[config.mk]
export PLATFORM = sky130hd
export DESIGN_NAME = bit_serializer
export DESIGN_NICKNAME = d
export VERILOG_FILES = /design/src/rtl/bit_serializer.sv
export SDC_FILE = /design/constraint.sdc
export NUM_CORES = 1
export LEC_CHECK = 0
export ABC_AREA = 1
export CORE_AREA = 3 3 40 42
export CTS_CLUSTER_DIAMETER = 50
export CTS_CLUSTER_SIZE = 40
export DETAILED_ROUTE_END_ITERATION = 8
export DIE_AREA = 0 0 43 45
export PLACE_DENSITY = 0.7
export SLEW_MARGIN = 20
export SYNTH_ARGS = -nofsm -noshare
export SYNTH_HDL_FRONTEND = slang
export SYNTH_SLANG_ARGS = --single-unit
[constraint.sdc]
create_clock -name clk -period 1.8 [get_ports clk]
set_input_delay 0.45 -clock clk [delete_from_list [all_inputs] [get_ports clk]]
set_output_delay 0.45 -clock clk [all_outputs]
set_load 0.01 [all_outputs]
[src/rtl/bit_serializer.sv]
// MSB-first parallel-to-serial converter with a valid/ready input handshake.
// Define BIT_SERIALIZER_PARITY_EN to append an even-parity bit after each word.
module bit_serializer #(
    parameter int WIDTH = 8
) (
    input  logic             clk,
    input  logic             reset,
    input  logic [WIDTH-1:0] in_data,
    input  logic             in_valid,
    output logic             in_ready,
    output logic             data,
    output logic             data_valid
);

    localparam int CW = $clog2(WIDTH);
    localparam logic [CW-1:0] LAST_CNT = CW'(WIDTH - 1);

`ifdef BIT_SERIALIZER_PARITY_EN
    typedef enum logic [1:0] {ST_IDLE, ST_SHIFT, ST_PARITY} state_t;
`else
    typedef enum logic [0:0] {ST_IDLE, ST_SHIFT} state_t;
`endif

    state_t          r_state;
    logic [WIDTH-1:0] r_shift;
    logic [CW-1:0]   r_cnt;
    logic            r_valid;
`ifdef BIT_SERIALIZER_PARITY_EN
    logic            r_par;
`endif

    logic w_last_bit;
    logic w_last_cycle;
    logic w_accept;

    assign w_last_bit = (r_state == ST_SHIFT) && (r_cnt == LAST_CNT);
`ifdef BIT_SERIALIZER_PARITY_EN
    assign w_last_cycle = (r_state == ST_PARITY);
`else
    assign w_last_cycle = w_last_bit;
`endif

    // Ready in the final stream cycle lets back-to-back words flow with no gap.
    assign in_ready   = reset && ((r_state == ST_IDLE) || w_last_cycle);
    assign w_accept   = in_valid && in_ready;

    // The serial bit is the shift register MSB; it is zeroed whenever idle.
    assign data       = r_shift[WIDTH-1];
    assign data_valid = r_valid;

    always_ff @(posedge clk) begin
        if (!reset) begin
            r_state <= ST_IDLE;
            r_shift <= '0;
            r_cnt   <= '0;
            r_valid <= 1'b0;
`ifdef BIT_SERIALIZER_PARITY_EN
            r_par   <= 1'b0;
`endif
        end else if (w_accept) begin
            r_state <= ST_SHIFT;
            r_shift <= in_data;
            r_cnt   <= '0;
            r_valid <= 1'b1;
`ifdef BIT_SERIALIZER_PARITY_EN
            r_par   <= ^in_data;
`endif
        end else begin
            case (r_state)
                ST_SHIFT: begin
                    if (!w_last_bit) begin
                        r_shift <= {r_shift[WIDTH-2:0], 1'b0};
                        r_cnt   <= r_cnt + 1'b1;
                        r_valid <= 1'b1;
                    end else begin
`ifdef BIT_SERIALIZER_PARITY_EN
                        r_state <= ST_PARITY;
                        r_shift <= {r_par, {(WIDTH-1){1'b0}}};
                        r_valid <= 1'b1;
`else
                        r_state <= ST_IDLE;
                        r_shift <= '0;
                        r_cnt   <= '0;
                        r_valid <= 1'b0;
`endif
                    end
                end
`ifdef BIT_SERIALIZER_PARITY_EN
                ST_PARITY: begin
                    r_state <= ST_IDLE;
                    r_shift <= '0;
                    r_cnt   <= '0;
                    r_valid <= 1'b0;
                end
`endif
                default: begin
                    r_state <= ST_IDLE;
                    r_shift <= '0;
                    r_cnt   <= '0;
                    r_valid <= 1'b0;
                end
            endcase
        end
    end

endmodule
Word level (Yosys, flattened, before mapping)
Cells that the tools add are included.

Register bits: 12. Bits of input ports: 11. Output and inout port bits: 3. Word-level logic and storage cells: 18.

Add/sub/neg operators: 1. Eq/ne operators: 1. Multiplexer cells: 6. Bitwise logic cells: 2. Reductions and logical operators: 5.

Operators by type and width (count): two-way mux 8 bit (3); OR reduction 4 bit (1); adder 3 x 1 -> 3 bit (second input constant) (1); == test 3 bit (second input constant) (1); logical AND 1 bit (3); two-way mux 1 bit (3); NOT 1 bit (2); logical OR 1 bit (1).

Depth between registers and ports, before layout
Gate-level depths: netlist of run 1.

Depth in word-level cells: 6. Gate-level depth with buffers: 6. Gate-level depth less buffers: 6.

Least setup slack after synthesis of run 1
OpenSTA, ideal clock, no wires.

Path type: reg-to-output. Start: register r_cnt[0]. End: output port in_ready. Data arrival time: 0.900 ns. Required time: 1.350 ns. Slack: 0.450 ns. Cell stages (with the launch flop): 5. Buffers on the path: 0. Cells stage by stage: dfxtp_1 ha_1 ha_1 nor2_4 nor2_1.

Cells in the longest elaborated chain, start to end: 4.

Ends and longest elaborated chain: start: declaration (RTL line 26) `logic [CW-1:0] r_cnt;`; start signal: assignment (RTL line 73) `r_cnt <= r_cnt + 1'b1;`; == test 3 bit (RTL line 36) `assign w_last_bit = (r_state == ST_SHIFT) && (r_cnt == LAST_CNT);`; logical AND 1 bit (RTL line 36); logical OR 1 bit (RTL line 44) `assign in_ready = reset && ((r_state == ST_IDLE) || w_last_cycle);`; logical AND 1 bit (RTL line 44); end: declaration (RTL line 10) `output logic in_ready,`.

No other way between the ends.

Final worst setup path of run 1
Same ends and word-level chain as after synthesis.

==> results by group, run 1 <==
Placed design
  – Routability Congestion: a little over 0.7
  – Placed Area: 629 µm²
  – Port bufs: 13
  – Post-DP HPWL: 680 µm
  – Placed Cells: 84

Die
  – Die Wd: approximately 43 µm
  – FP Rows: 13
  – Initial core utilization: 0.365
  – Die ar.: between 0.0015 and 0.002 mm²
  – I/O pins: 14
  – DIE HEIGHT: around 45 µm
  – Area of the core: approximately 0.0013 mm²

Setup path
  – Startpoint types: flop
  – Critical-path top delay cell: dfxtp_1
  – CP max stage delay: roughly 0.32 ns
  – CP Class: flop to primary output
  – Crit path arrival time: around 1.2 ns
  – CP Capture Type: primary output
  – Buf/Inv on CP: 1
  – Critical path data required time: 1.35 ns
  – Critical path, cell by cell: ha_1 -> ha_2 -> nor2_4 -> nor2_1 -> clkbuf_2
  – Crit path max-delay family: adder cells
  – Worst-path fanout max: 2

GRT
  – Largest net degree at the start of global routing: 10
  – First-pass GRT wire length: between 1000 and 1500 µm
  – Vias in the first global route: around 370
  – Grt ovf: 0
  – Initial antenna violation count: 0
  – GRT Total Usage: 0.0977

Route
  – DR iter-0 viols: 10
  – Vias post-DR: 412
  – Post-DRT Antenna Nets: 0
  – DR pass1 iterations: 2
  – Drt wl/cell: between 10 and 15 µm
  – WL final: 909 µm
  – DRC: 0
  – Average vias per placed instance: ~4.7

Power
  – Leakage: ~0.00031 µW
  – Clock share of power: 0.362
  – Switch Pwr: between 100 and 150 µW
  – Power consumption: 565 µW
  – PD cells: 852 mW/mm²
  – Combinational group share of total power: 0.136
  – Flop pwr share: 0.502
  – Max VDD drop: 453 µV
  – Internal power: approximately 440 µW
  – Switching share of power: 0.216

Clock tree
  – Hold Buf Count CTS: 0
  – Depth of the CTS H-tree: 1
  – Cts repair resizes: 3
  – Worst-path clk slew: about 0.070 ns
  – Number of setup buffers added after CTS: 0
  – Clock sinks: 12
  – Root buffer cell: clkbuf_4
  – CTS buffer count: 3
  – CTS Buffer Depth: 2
  – CTS tree: done
  – Clk Latency, worst-skew pair: approximately 0.26 ns

Logic synthesis
  – Top cell type's share of synthesized area: 0.512
  – Register area share after synthesis: 0.512
  – Ys Warns: 0
  – Compound-gate portion of the synthesized area: 0
  – Top post-synthesis cells by area: dfxtp_1, nand4_1, nand3_1, nand2_1, ha_1
  – Post-Syn Area per Cell: about 8.7 µm²
  – Post-synthesis mux area share: 0
  – Yosys top cell by area: dfxtp_1
  – Adder-cell area share of the yosys netlist: 0.0533
  – Syn nets: 67
  – Flip-flop and latch count after synthesis: 12
  – XOR/XNOR Fraction of Synth Area: 0
  – Area of the mapped netlist: about 470 µm²
  – Simple-Gate Fraction of Synth Area: 0.339
  – Synth cell types: 13
  – Synth Instances: between 50 and 60
  – Largest family of logic cells by synthesized area: simple AND/OR/NAND/NOR gates

Final layout
  – Layout cells sized above 1: 0.233
  – Final Instance Area: roughly 660 µm²
  – Nets@finish: 87
  – Fin cells: between 80 and 90
  – # diodes: 0
  – P&R area growth vs syn: 41.3%

Timing
  – Minimum clock period: between 1.5 and 2 ns
  – RSZ-0062 raised after global routing: false
  – Worst Max-Slew Pin Slew: 0.142 ns
  – Final Hold Viols: 0
  – Final period utilization: 0.929
  – Relative slew margins: 0.905
  – Endpoints failing setup: 0
  – Achievable Freq: ~0.60 GHz
  – Hold WS: 0.424 ns
  – Layout Skew: around 0.0023 ns
  – Final slew viol count: 0

Flow run
  – Max cap viols: 0

Outcome
  – Run status: completed

Hold path
  – Worst min-delay path class: flop to flop
## logic make-up after synthesis
kind of cell | after synthesis
and+or+nand+nor | 31
adders and majority gates | 2
DFF | 12
buffers and inverters | 9
## synth_stat cells
cell     count
buf_6        1
dfxtp_1     12
nand2_2      3
nor3_1       1
nor2_1       4
nand2_1      8
ha_1         2
nand3_1      7
inv_2        3
buf_4        1
nand4_1      7
nor2_4       1
inv_1        4
## routing by layer
metal  vias to the layer above  part of all wire  GRT usage
met5                         -                 0          0
met4                         0             0.018     0.0542
met3                         2             0.066     0.0359
met2                        10              0.46      0.165
met1                       184              0.45      0.107
li1                        216                 -          -
## placed cells by master (no fill, tap or decap)
master and instances:
nand4_1 7, clkbuf_2 1, ha_1 1, nand2_2 3
clkbuf_4 3, clkbuf_8 1, ha_2 1, dfxtp_1 12
clkdlybuf4s50_1 12, nand3_1 7, inv_2 3, nor2_4 1
inv_1 4, buf_4 4, nor3_1 1, nor2_1 4
nand2_1 8
## area by class of cell
| class | count | area [µm²] |
|---|---|---|
| timing repair buffer | 17 | 155 |
| tap | 15 | 18.8 |
| fill | 136 | 622 |
| multi-input combinational | 33 | 186 |
| sequential | 12 | 240 |
| inverter | 7 | 26.3 |
| clock buffer | 4 | 36.3 |
## final timing paths
| check | startpoint | endpoint | cells past startpoint | slack [ns] |
|---|---|---|---|---|
| setup / recovery | r_cnt[0] | in_ready | 5 | 0.13 |
| hold / removal | r_cnt[0] | r_cnt[0] | 1 | 0.42 |
| setup reg to reg | r_cnt[0] | r_shift[3] | 7 | 0.46 |
| hold reg to reg | r_cnt[0] | r_cnt[0] | 1 | 0.42 |
## stage by stage
stage | setup WS (ns) | TNS, ns | util
2_1_floorplan | 0.450 | 0 | -
3_3_place_gp | -0.227 | -0.227 | 0.490
3_5_place_dp | -0.248 | -0.248 | 0.490
4_1_cts | 0.000354 | 0 | 0.520
5_1_grt | 0.0347 | 0 | 0.516
6_report | 0.128 | 0 | 0.516
## state kept, by name (all words and copies together), names as in the netlist
signal / count
r_cnt: 3
r_shift: 8
data_valid: 1
## power groups by stage
| stage | Combinational [µW] | Clock (µW) | Sequential, µW |
|---|---|---|---|
| after floorplan | 37.4 | 0 | 290 |
| after global placement | 77.2 | 0 | 289 |
| after detailed placement | 78.3 | 0 | 290 |
| after CTS | 78.1 | 213 | 284 |
| after global routing | 83.6 | 225 | 285 |
| final | 77.0 | 205 | 283 |
Note: power is estimated with default switching activity, not from simulation.
==> run 2: changes to the inputs <==
--- a/config.mk
+++ b/config.mk
@@ -6,11 +6,11 @@
 export NUM_CORES = 1
 export LEC_CHECK = 0
 export ABC_AREA = 1
-export CORE_AREA = 3 3 40 42
+export CORE_AREA = 2 2 39 41
 export CTS_CLUSTER_DIAMETER = 50
 export CTS_CLUSTER_SIZE = 40
 export DETAILED_ROUTE_END_ITERATION = 8
-export DIE_AREA = 0 0 43 45
+export DIE_AREA = 0 0 41 43
 export PLACE_DENSITY = 0.7
 export SLEW_MARGIN = 20
 export SYNTH_ARGS = -nofsm -noshare
==> run 2 against run 1 <==
Critical path depth unchanged. Wire length decreased by 12%. Hold slack got worse by 0.021 ns. Clock skew increased by 0.0028 ns. Final cell count increased by 1.1%. Total power increased by 0.16%. First-iteration DRC count decreased by 60%. Highest routed layer unchanged. Worst setup slack got worse by 0.010 ns.
==> results by group, run 2 (synthesized netlist as in run 1, its figures left out) <==
Outcome
  – Run status: completed

Placed design
  – Port bufs: 13 (unchanged)
  – Post-DP HPWL: 621 µm (-8.7%)
  – Routability Congestion: 0.692 (-1.7%)
  – Placed Area: 631 µm² (+0.20%)
  – DP Worst Slack: -0.238 ns (+0.00995 ns)

GRT
  – Largest net degree at the start of global routing: 10 (unchanged)
  – Initial antenna violation count: 0 (unchanged)
  – Vias in the first global route: 348 (-5.7%)
  – Grt ovf: 0 (unchanged)
  – GRT Total Usage: 0.118 (+0.0205)
  – First-pass GRT wire length: 1360 µm (-2.4%)

Die
  – FP Rows: 14 (+1)
  – Initial core utilization: 0.339 (-0.0261)
  – Die Wd: 41 µm (-4.7%)
  – DIE HEIGHT: 43 µm (-4.4%)
  – Die ar.: 0.00176 mm² (-8.9%)
  – I/O pins: 14 (unchanged)
  – Area of the core: 0.00138 mm² (+7.7%)

Clock tree
  – CTS Buffer Depth: 2 (unchanged)
  – Clock sinks: 12 (unchanged)
  – Root buffer cell: clkbuf_4
  – Number of setup buffers added after CTS: 0 (unchanged)
  – Depth of the CTS H-tree: 1 (unchanged)
  – Clk Latency, worst-skew pair: 0.27 ns (about the same)
  – CTS buffer count: 3 (unchanged)
  – CTS tree: done
  – Worst-path clk slew: 0.07 ns (about the same)
  – Hold Buf Count CTS: 0 (unchanged)

Timing
  – Achievable Freq: 0.594 GHz (-0.61%)
  – Minimum clock period: 1.68 ns (+0.0103 ns)
  – Final Hold Viols: 0 (unchanged)
  – Final period utilization: 0.935 (+0.00571)
  – Post-route setup slack: 0.118 ns (-0.0103 ns)
  – RSZ-0062 raised after global routing: false
  – Layout Skew: 0.00515 ns (+0.00284 ns)
  – Hold WS: 0.403 ns (-0.0212 ns)
  – Endpoints failing setup: 0 (unchanged)
  – Final slew viol count: 0 (unchanged)
  – Worst Max-Slew Pin Slew: 0.134 ns (-0.00816 ns)
  – Relative slew margins: 0.910 (+0.00489)

Final layout
  – Most common cell after layout, fill and taps aside: clkdlybuf4s50_1
  – Layout cells sized above 1: 0.247 (+0.0137)
  – Commonest cells after routing, fill and taps aside: clkdlybuf4s50_1, dfxtp_1, nand2_1, nand3_1, nand4_1
  – # diodes: 0 (unchanged)
  – Nets@finish: 87 (unchanged)
  – Final Instance Area: 666 µm² (+0.38%)
  – Largest Register: r_shift
  – Flip-flop count of the largest register after layout: 8 (unchanged)
  – Core Util, Final: 0.481 (-0.0351)
  – P&R area growth vs syn: 41.9%

Route
  – Post-DRT Antenna Nets: 0 (unchanged)
  – DRC: 0 (unchanged)
  – DR iter-0 viols: 4 (-6)
  – Vias post-DR: 407 (-1.2%)
  – Average vias per placed instance: 4.57 (-2.3%)
  – WL final: 804 µm (-12%)
  – DR pass1 iterations: 2 (unchanged)
  – Drt wl/cell: 9.03 µm (-13%)

Setup path
  – CP Class: flop to primary output
  – Crit path arrival time: 1.23 ns (about the same)
  – Critical path data required time: 1.35 ns (about the same)
  – Worst Reg-to-Reg Cells: 7 (unchanged)
  – Worst-path fanout max: 2 (unchanged)
  – Startpoint types: flop
  – CP Capture Type: primary output

Hold path
  – Worst Hold Path Cells: 1 (unchanged)
  – Worst min-delay path class: flop to flop

Power
  – Leakage: 0.000314 µW (+0.11%)
  – Max VDD drop: 406 µV (-10%)
  – PD cells: 850 mW/mm² (-0.22%)

Flow run
  – Max cap viols: 0 (unchanged)
==> run 2: layout make-up <==
class / instances / area (µm²)
well taps: 16 / 20.0
inverters: 7 / 26.3
repair buffers: 17 / 155
multi-input cells: 33 / 186
clock buffers: 4 / 36.3
fillers: 135 / 718
flip-flops and latches: 12 / 241
==> run 2: power breakdown <==
| group | internal (µW) | leakage [µW] | switching [µW] |
|---|---|---|---|
| Clock | 123 | 0.0000210 | 83.6 |
| Sequential | 279 | 0.0000986 | 4.81 |
| Combinational | 41.6 | 0.000194 | 34.2 |
| Total | 443 | 0.000314 | 123 |
==> run 2: per-stage QoR <==
stage               cells  setup TNS, ns  total power [µW]
floorplan              54              0               327
global placement       85         -0.227               366
detailed placement     85         -0.238               367
CTS                    89              0               571
global route           89              0               594
finish                 89              0               566
==> run 2: timing repair <==
item                                    in CTS  in global routing
endpoints found under the setup margin       1                  1
resized for setup                            3                  2
pin swaps                                    0                  0
==> run 2: critical path, stage by stage (launching register included) <==
cell and delay (ns):
dfxtp_2 0.32, ha_1 0.19, ha_2 0.19, nor2_4 0.11, nor2_1 0.04, clkbuf_2 0.12
==> run 2: worst paths after layout <==
kind	from	slack, ns	to
hold / removal	r_cnt[0]	0.40	r_cnt[0]
setup / recovery	r_cnt[0]	0.12	in_ready
setup reg to reg	r_cnt[0]	0.46	r_shift[2]
hold reg to reg	r_cnt[0]	0.40	r_cnt[0]
==> run 2: per-layer routing <==
metal  track usage  part of all wire  vias to the layer above
li1              -                 -                      218
met1         0.154              0.50                      173
met2         0.153              0.42                       11
met3        0.0314             0.032                        5
met4         0.100             0.041                        0
met5             0                 0                        -
